===== config.mk =====
export PLATFORM = sky130hd
export DESIGN_NAME = eae_master
export DESIGN_NICKNAME = d
export VERILOG_FILES = /design/src/rtl/eae_master.sv
export SDC_FILE = /design/constraint.sdc
export NUM_CORES = 1
export LEC_CHECK = 0
export CAP_MARGIN = 10
export CORE_MARGIN = 2
export CORE_UTILIZATION = 40
export CTS_BUF_LIST = sky130_fd_sc_hd__clkbuf_16
export DETAILED_ROUTE_END_ITERATION = 8
export PLACE_DENSITY = 0.87
export SLEW_MARGIN = 20
export SYNTH_ARGS = -nofsm -noshare
export SYNTH_HDL_FRONTEND = slang
export SYNTH_SLANG_ARGS = --single-unit
export TNS_END_PERCENT = 20

===== constraint.sdc =====
create_clock -name clock -period 1.9 [get_ports clock]
set_input_delay 0.38 -clock clock [delete_from_list [all_inputs] [get_ports clock]]
set_output_delay 0.38 -clock clock [all_outputs]
set_load 0.05 [all_outputs]

===== src/rtl/eae_master.sv =====
// EAE master sequencer: decodes group-3 MQ/EAE operate words, runs MUY/DVI through
// an external EAE slave with a bounded WAIT, and issues a one-cycle writeback.
`timescale 1ns/1ps
module eae_master #(
  parameter int TIMEOUT_CYC = 48
) (
  input  logic        clock,
  input  logic        resetN,
  input  logic        instr_valid,
  input  logic [11:0] instr,
  input  logic [11:0] ac_in,
  input  logic [11:0] mq_in,
  input  logic        link_in,
  output logic        operand_req,
  input  logic        operand_valid,
  input  logic [11:0] operand,
  output logic        eae_start,
  output logic        eae_div,
  output logic [11:0] eae_ac,
  output logic [11:0] eae_mq,
  output logic [11:0] eae_operand,
  input  logic        eae_finished,
  input  logic [11:0] res_ac,
  input  logic [11:0] res_mq,
  input  logic        res_link,
  output logic        wb_valid,
  output logic [11:0] ac_out,
  output logic [11:0] mq_out,
  output logic        link_out,
  output logic        busy,
  output logic        timeout_err
);

  typedef enum logic [2:0] {
    IDLE  = 3'd0,
    FETCH = 3'd1,
    START = 3'd2,
    WAIT  = 3'd3,
    WB    = 3'd4
  } state_t;

  localparam logic [11:0] OP_MUY = 12'o7405;
  localparam logic [11:0] OP_DVI = 12'o7407;
  localparam logic [11:0] OP_MQL = 12'o7421;
  localparam logic [11:0] OP_MQA = 12'o7501;
  localparam logic [11:0] OP_SWP = 12'o7521;
  localparam logic [11:0] OP_CLA = 12'o7601;
  localparam logic [5:0]  TO_LIM = 6'(TIMEOUT_CYC);

  state_t      r_state;
  state_t      w_next;
  logic [5:0]  r_cnt;
  logic [5:0]  w_cnt_inc;
  logic        w_timeout;
  logic        w_dec_arith;
  logic        w_dec_div;
  logic        w_dec_simple;
  logic [11:0] w_dec_ac;
  logic [11:0] w_dec_mq;
  logic        w_dec_link;
  logic        w_accept_arith;
  logic        w_accept_simple;
  logic        w_finish;

  logic        r_busy;
  logic        r_operand_req;
  logic        r_eae_start;
  logic        r_wb_valid;
  logic        r_timeout_err;
  logic        r_eae_div;
  logic [11:0] r_eae_ac;
  logic [11:0] r_eae_mq;
  logic [11:0] r_eae_operand;
  logic        r_link_snap;
  logic [11:0] r_ac_out;
  logic [11:0] r_mq_out;
  logic        r_link_out;

  assign w_cnt_inc       = r_cnt + 6'd1;
  assign w_accept_arith  = (r_state == IDLE) && instr_valid && w_dec_arith;
  assign w_accept_simple = (r_state == IDLE) && instr_valid && w_dec_simple;
  assign w_finish        = (r_state == WAIT) && eae_finished;

  // Opcode decode and the writeback values of the register-only operations
  always_comb begin
    w_dec_arith  = 1'b0;
    w_dec_div    = 1'b0;
    w_dec_simple = 1'b0;
    w_dec_ac     = ac_in;
    w_dec_mq     = mq_in;
    w_dec_link   = link_in;
    case (instr)
      OP_MUY: w_dec_arith = 1'b1;
      OP_DVI: begin
        w_dec_arith = 1'b1;
        w_dec_div   = 1'b1;
      end
      OP_MQL: begin
        w_dec_simple = 1'b1;
        w_dec_ac     = 12'o0000;
        w_dec_mq     = ac_in;
      end
      OP_MQA: begin
        w_dec_simple = 1'b1;
        w_dec_ac     = ac_in | mq_in;
      end
      OP_SWP: begin
        w_dec_simple = 1'b1;
        w_dec_ac     = mq_in;
        w_dec_mq     = ac_in;
      end
      OP_CLA: begin
        w_dec_simple = 1'b1;
        w_dec_ac     = 12'o0000;
      end
      default: w_dec_arith = 1'b0;
    endcase
  end

  // Next-state logic; a finish on the last allowed WAIT cycle beats the timeout
  always_comb begin
    w_next    = r_state;
    w_timeout = 1'b0;
    case (r_state)
      IDLE: begin
        if (w_accept_arith) w_next = FETCH;
        else if (w_accept_simple) w_next = WB;
        else w_next = IDLE;
      end
      FETCH: begin
        if (operand_valid) w_next = START;
        else w_next = FETCH;
      end
      START: w_next = WAIT;
      WAIT: begin
        if (eae_finished) begin
          w_next = WB;
        end else if (w_cnt_inc == TO_LIM) begin
          w_next    = WB;
          w_timeout = 1'b1;
        end else begin
          w_next = WAIT;
        end
      end
      WB:      w_next = IDLE;
      default: w_next = IDLE;
    endcase
  end

  // State register, handshake strobes, WAIT counter and sticky timeout flag
  always_ff @(posedge clock or negedge resetN) begin
    if (!resetN) begin
      r_state       <= IDLE;
      r_busy        <= 1'b0;
      r_operand_req <= 1'b0;
      r_eae_start   <= 1'b0;
      r_wb_valid    <= 1'b0;
      r_cnt         <= 6'd0;
      r_timeout_err <= 1'b0;
    end else begin
      r_state       <= w_next;
      r_busy        <= (w_next != IDLE);
      r_operand_req <= (w_next == FETCH);
      r_eae_start   <= (w_next == START);
      r_wb_valid    <= (r_state == WB);
      if (r_state == START) r_cnt <= 6'd0;
      else if (r_state == WAIT) r_cnt <= w_cnt_inc;
      else r_cnt <= r_cnt;
      r_timeout_err <= r_timeout_err | w_timeout;
    end
  end

  // Operand snapshots feeding the EAE and the writeback result registers
  always_ff @(posedge clock or negedge resetN) begin
    if (!resetN) begin
      r_eae_div     <= 1'b0;
      r_eae_ac      <= 12'o0000;
      r_eae_mq      <= 12'o0000;
      r_link_snap   <= 1'b0;
      r_eae_operand <= 12'o0000;
      r_ac_out      <= 12'o0000;
      r_mq_out      <= 12'o0000;
      r_link_out    <= 1'b0;
    end else begin
      if (w_accept_arith) begin
        r_eae_div   <= w_dec_div;
        r_eae_ac    <= ac_in;
        r_eae_mq    <= mq_in;
        r_link_snap <= link_in;
      end
      if ((r_state == FETCH) && operand_valid) r_eae_operand <= operand;
      if (w_accept_simple) begin
        r_ac_out   <= w_dec_ac;
        r_mq_out   <= w_dec_mq;
        r_link_out <= w_dec_link;
      end else if (w_finish) begin
        r_ac_out   <= res_ac;
        r_mq_out   <= res_mq;
        r_link_out <= res_link;
      end else if (w_timeout) begin
        r_ac_out   <= r_eae_ac;
        r_mq_out   <= r_eae_mq;
        r_link_out <= r_link_snap;
      end
    end
  end

  assign operand_req = r_operand_req;
  assign eae_start   = r_eae_start;
  assign eae_div     = r_eae_div;
  assign eae_ac      = r_eae_ac;
  assign eae_mq      = r_eae_mq;
  assign eae_operand = r_eae_operand;
  assign wb_valid    = r_wb_valid;
  assign ac_out      = r_ac_out;
  assign mq_out      = r_mq_out;
  assign link_out    = r_link_out;
  assign busy        = r_busy;
  assign timeout_err = r_timeout_err;

endmodule


Word-level counts from Yosys, hierarchy flattened
Cells that the tools add are included.

Logic and storage cells: 69. Output and inout bits: 67. Input port bits: 79. Register bits: 77.

Reductions and logical operators: 13. Muxes and demuxes: 25. Eq/ne operators: 13. Add/sub/neg operators: 1. Bitwise gates (word level): 2.

Operator list (count): $mux 12 (7); $eq 12x12->1 const B (6); $pmux 12 s3 (1); $mux 3 (4); $mux 6 (2); $or 12x12->12 (1); $pmux 3 s4 (1); $eq 3x2->1 const B (3); $mux 1 (9); $add 6x1->6 const B (1); $eq 3x1->1 const B (2); $eq 6x6->1 const B (1); $reduce_bool 3->1 (2); $reduce_or 2->1 (3); $logic_and 1x1->1 (5); $reduce_or 4->1 (1); $eq 3x3->1 const B (1); $logic_not 3->1 (1); $mux 2 (1); $reduce_bool 2->1 (1); $or 1x1->1 (1).

Longest topological paths before layout
Depth in word-level cells: 8. Mapped depth: 8.

Least setup slack after synthesis
No wires, ideal clock.

Path type: input to register. Start point: in instr[3]. End point: reg r_eae_ac[0], in the netlist eae_ac[0]. Buffers on the path: 2. Setup slack: 0.055 ns. Setup time: 0.125 ns. Required time: 1.775 ns. Stages on the path: 6. Arrival: 1.720 ns. Path through: nand2b_1 or2_1 or3_1 buf_6 buf_6 mux2_4.

Longest elaborated chain between the ends: 4. Elaborated cells between the ends (all ways): 5. Those cells by class: eq/ne: 2; mux: 1; reduce/logical: 2.

Ends and longest elaborated chain: start: declaration (RTL line 10) `input logic [11:0] instr,`; $eq 12x12->1 (RTL line 92) `case (instr)`; $reduce_or 2->1 (no source line) *; $mux 1 * (RTL line 92); $logic_and 1x1->1 * (RTL line 80) `assign w_accept_arith = (r_state == IDLE) && instr_valid && w_dec_arith;`; end signal: assignment (RTL line 187) `r_eae_ac <= ac_in;`; end: declaration (RTL line 71) `logic [11:0] r_eae_ac;`.

Mark *: on every way between the ends. The rest lies on a longest branch, timed or not. A chain may end at the register's enable or synchronous reset.

Worst setup path in the final report
Start point: reg r_mq_out[6], in the netlist mq_out[6]. End point: out mq_out[6].

RTL lines: start: declaration (RTL line 76) `logic [11:0] r_mq_out;`; start signal: assignment (RTL line 194) `r_mq_out <= w_dec_mq;`; start signal: assignment (RTL line 198) `r_mq_out <= res_mq;`; start signal: assignment (RTL line 202) `r_mq_out <= r_eae_mq;`; end: declaration (RTL line 28) `output logic [11:0] mq_out,`.

No word-level cell between the ends.

==> Implementation_results.wiki <==
{| class="wikitable"
! Metric !! Value
|-
| RSZ-0062 raised after global routing || false
|-
| Die Y-Extent || 103 um
|-
| Critical path startpoint || mq_out[6]
|-
| Number of synthesized flops with an enable pin || 0
|-
| Hold Path Class || in -> async
|-
| First-pass GRT wire length || 19.2 mm
|-
| Routed wire length || 12.3 mm
|-
| Async S/R FF share, synth || between 90% and 100%
|-
| H-Tree Level Count || 3
|-
| Most used flip-flop cell after synthesis || sky130_fd_sc_hd__dfrtp_1
|-
| Area growth from synthesis to layout || 56.6%
|-
| Cts bufs inserted || 9
|-
| Post-DP Area || 5670 um2
|-
| Power density over the cells || 1250 nW/um2
|-
| Max Fanout on Critical Path || 2
|-
| Leftover overflow at the end of global routing || 0
|-
| Final count of negative-setup-slack endpoints || 0
|-
| Number of top-level pins || 146
|-
| CTS clk-pin slew, worst paths || 0.06 ns
|-
| Antenna violations before repair || 0
|-
| Largest cells by area after synthesis || sky130_fd_sc_hd__dfrtp_1, sky130_fd_sc_hd__mux2_4, sky130_fd_sc_hd__nor4b_1
|-
| Cell count after synthesis || between 300 and 400
|-
| Warning count from the yosys run || 0
|-
| DR iter-0 viols || 241
|-
| Fin crit period || 1.87 ns
|-
| Register-to-Register Setup Slack || 0.04 ns
|-
| Type of origin of the critical path || flop
|-
| Area share of the largest cell type after synthesis || just under 50%
|-
| Synthesized flop and latch total || between 70 and 80
|-
| Standby leakage power || 3.07 nW
|-
| Post-Syn Area || 3930 um2
|-
| Routed vias/inst || ~5.4
|-
| Category of the worst setup path capture point || output port
|-
| Final weighted congestion in routability-driven placement || 0.881
|-
| Die area || roughly 11000 um2
|-
| Share of final-layout standard cells stronger than drive strength 1 || 22.0%
|-
| End of the worst register-to-register path || eae_mq[10]
|-
| Antenna diode count || 0
|-
| Cell type with the largest total area after synthesis || sky130_fd_sc_hd__dfrtp_1
|-
| Net count of the mapped netlist || 474
|-
| Maximum clock skew at final layout || 0.00744 ns
|-
| Non-Filler Cell Area, Final || 6160 um2
|-
| Worst-Margin Slew || about 0.53 ns
|-
| Highest Clock Rate || 535 MHz
|-
| Number of max-slew violations in the final report || 0
|-
| Cell family with the largest share of critical-path delay || buffers and inverters
|-
| Core ar. || 9640 um2
|-
| Part of the cycle the worst path needs || a little over nine tenths
|-
| Buf/Inv on CP || 1
|-
| Die Width || 103 um
|-
| Max_cap viols || 0
|-
| Netlist cell types || 39
|-
| Final core utilization || 63.9%
|-
| Number of failing hold endpoints at the final stage || 0
|-
| TritonCTS clock tree || yes
|-
| Worst-case reg-to-reg path depth || 4
|-
| Layout net count || between 600 and 700
|-
| Worst slew margin || 64.6%
|-
| Routed len/inst || 17.5 um
|-
| HPWL Detailed || 8.61 mm
|-
| Highest ir drop seen on vdd || 871 uV
|-
| Residual DRC || 0
|-
| Number of vias in the routed layout || 3783
|-
| CP max stage delay || roughly 0.8 ns
|-
| Quantity of I/O buffers inserted on ports || 145
|-
| Critical path type || reg -> out
|-
| Average size of a mapped cell || 9.98 um2
|-
| Run status || completed
|-
| Total Power Consumption || 7.69 mW
|-
| Fillers || 780
|-
| Number of global-route vias before repair || 3859
|-
| Root Buffer Master || sky130_fd_sc_hd__clkbuf_16
|-
| Critical Path Sink || mq_out[6]
|-
| Register area share after synthesis || 49.0%
|-
| Required time of the worst setup path || 1.52 ns
|-
| Number of sinks driven by the clock tree || between 70 and 80
|-
| Source-to-sink clock delay at the later pin of the worst-skew pair || 0.33 ns
|-
| Buffer depth of the longest clock path || 2
|-
| Number of gates on the worst path with buffers counted || 1
|-
| Total global-route track usage || between 20% and 30%
|-
| Critical R2R Launch || r_state[1]
|-
| Maximum number of pins on one net before global-route repair || 41
|-
| Placement Rows || 36
|-
| Number of nets with antenna violations after routing || 0
|-
| Critical path data arrival time || roughly 1.5 ns
|-
| Initial core utilization || between 40% and 50%
|-
| Critical Path, Cell by Cell || clkdlybuf4s50_1
|-
| Cell at the slowest stage of the critical path || sky130_fd_sc_hd__clkdlybuf4s50_1
|-
| 1st-pass router iterations || 4
|}
[metal layers]
| layer | GRT usage, % | part of all wire [%] | up-vias |
|---|---|---|---|
| met5 | 0 | 0 | - |
| met4 | 11.0 | 2.5 | 0 |
| met3 | 3.25 | 7.0 | 24 |
| met2 | 37.9 | 48 | 155 |
| met1 | 31.3 | 42 | 1840 |
| li1 | - | - | 1764 |
[area by class of cell]
class                   count  area [um2]  share of cell area [%]
multi-input cells         281        1900                    30.9
well taps                 133         166                    2.70
inverters                   5        18.8                   0.305
clock buffers               9         225                    3.66
repair buffers            189        1850                    30.1
flip-flops and latches     77        1930                    31.3
clock inverters             7        67.6                    1.10
[kinds of logic after synthesis]
| family | count (synthesis) | synth area share, % |
|---|---|---|
| compound gates | 102 | 15.3 |
| xor+xnor | 1 | 0.223 |
| fa+ha+maj | 1 | 0.318 |
| buf+inv | 36 | 4.26 |
| flops | 77 | 49.0 |
| mux | 38 | 12.2 |
| simple gates | 139 | 18.7 |
[worst min path at each step]
stage                       from  cells past startpoint        endpoint  slack (ns)
after detailed placement  resetN                      1  eae_operand[6]        0.27
after floorplan           resetN                      0       ac_out[0]        0.08
after global placement    resetN                      1       eae_start        0.27
after global routing      resetN                      2  eae_operand[6]        0.50
final                     resetN                      2  eae_operand[6]        0.46
after CTS                 resetN                      2  eae_operand[6]        0.47
[through the flow]
| stage | instances | TNS [ns] | hold WS [ns] | setup WS, ns |
|---|---|---|---|---|
| after detailed placement | 679 | -19.65 | 0.272 | -0.473 |
| after floorplan | 394 | 0 | 0.0844 | 0.0554 |
| after global routing | 701 | 0 | 0.500 | 0.000706 |
| final | 701 | 0 | 0.460 | 0.0299 |
| after CTS | 698 | -0.177 | 0.465 | -0.0433 |
| after global placement | 679 | -18.37 | 0.266 | -0.430 |
[placed cells by master, fill, tap and decap left out, types with 6 or more instances in the layout]
cell / netlist / final
sky130_fd_sc_hd__dlygate4sd2_1: 0 / 7
sky130_fd_sc_hd__clkbuf_16: 0 / 9
sky130_fd_sc_hd__clkdlybuf4s50_1: 0 / 82
sky130_fd_sc_hd__mux2_2: 7 / 7
sky130_fd_sc_hd__o211ai_1: 25 / 25
sky130_fd_sc_hd__nor2_1: 32 / 30
sky130_fd_sc_hd__dfrtp_1: 77 / 77
sky130_fd_sc_hd__nor4b_1: 25 / 24
sky130_fd_sc_hd__mux2_4: 18 / 18
sky130_fd_sc_hd__inv_1: 5 / 6
sky130_fd_sc_hd__a21oi_1: 36 / 36
sky130_fd_sc_hd__mux2i_1: 13 / 12
sky130_fd_sc_hd__buf_4: 0 / 65
sky130_fd_sc_hd__nand2_1: 52 / 52
sky130_fd_sc_hd__dlymetal6s2s_1: 0 / 26
sky130_fd_sc_hd__o21ai_1: 11 / 17
sky130_fd_sc_hd__o21ai_0: 20 / 14
[report_power, final]
group,leakage [nW],internal (mW),switching [mW]
clock network,0.144,1.01,0.654
logic,1.94,1.27,2.37
registers,0.981,2.11,0.272
[sequential cells by signal, indices dropped and copies added, names as in the netlist, 3 cells and up]
name	flops
ac_out	12
eae_ac	12
eae_mq	12
eae_operand	12
mq_out	12
r_cnt	6
r_state	3
[cell usage after synthesis, drive strengths merged, types with 2 or more instances]
| library cell | n |
|---|---|
| nand4 | 3 |
| inv | 5 |
| o21ai | 32 |
| nand4b | 2 |
| buf | 11 |
| a22o | 2 |
| nor4b | 25 |
| nor2 | 32 |
| mux2i | 13 |
| o211ai | 25 |
| a31oi | 2 |
| nand2 | 52 |
| nor3 | 2 |
| dfrtp | 77 |
| mux2 | 25 |
| and2 | 2 |
| a21o | 2 |
| or3 | 4 |
| a21oi | 36 |
| nand2b | 4 |
| nand3 | 5 |
| clkbuf | 20 |
[what timing repair did]
action,CTS,global route
setup endpoints to repair,41,69
hold buffers,1,0
hold endpoints to repair,17,0
pin swaps,3,6
resized for setup,10,46
gates cloned,1,0
buffers inserted,1,3
(Power assumes the default switching activity.)
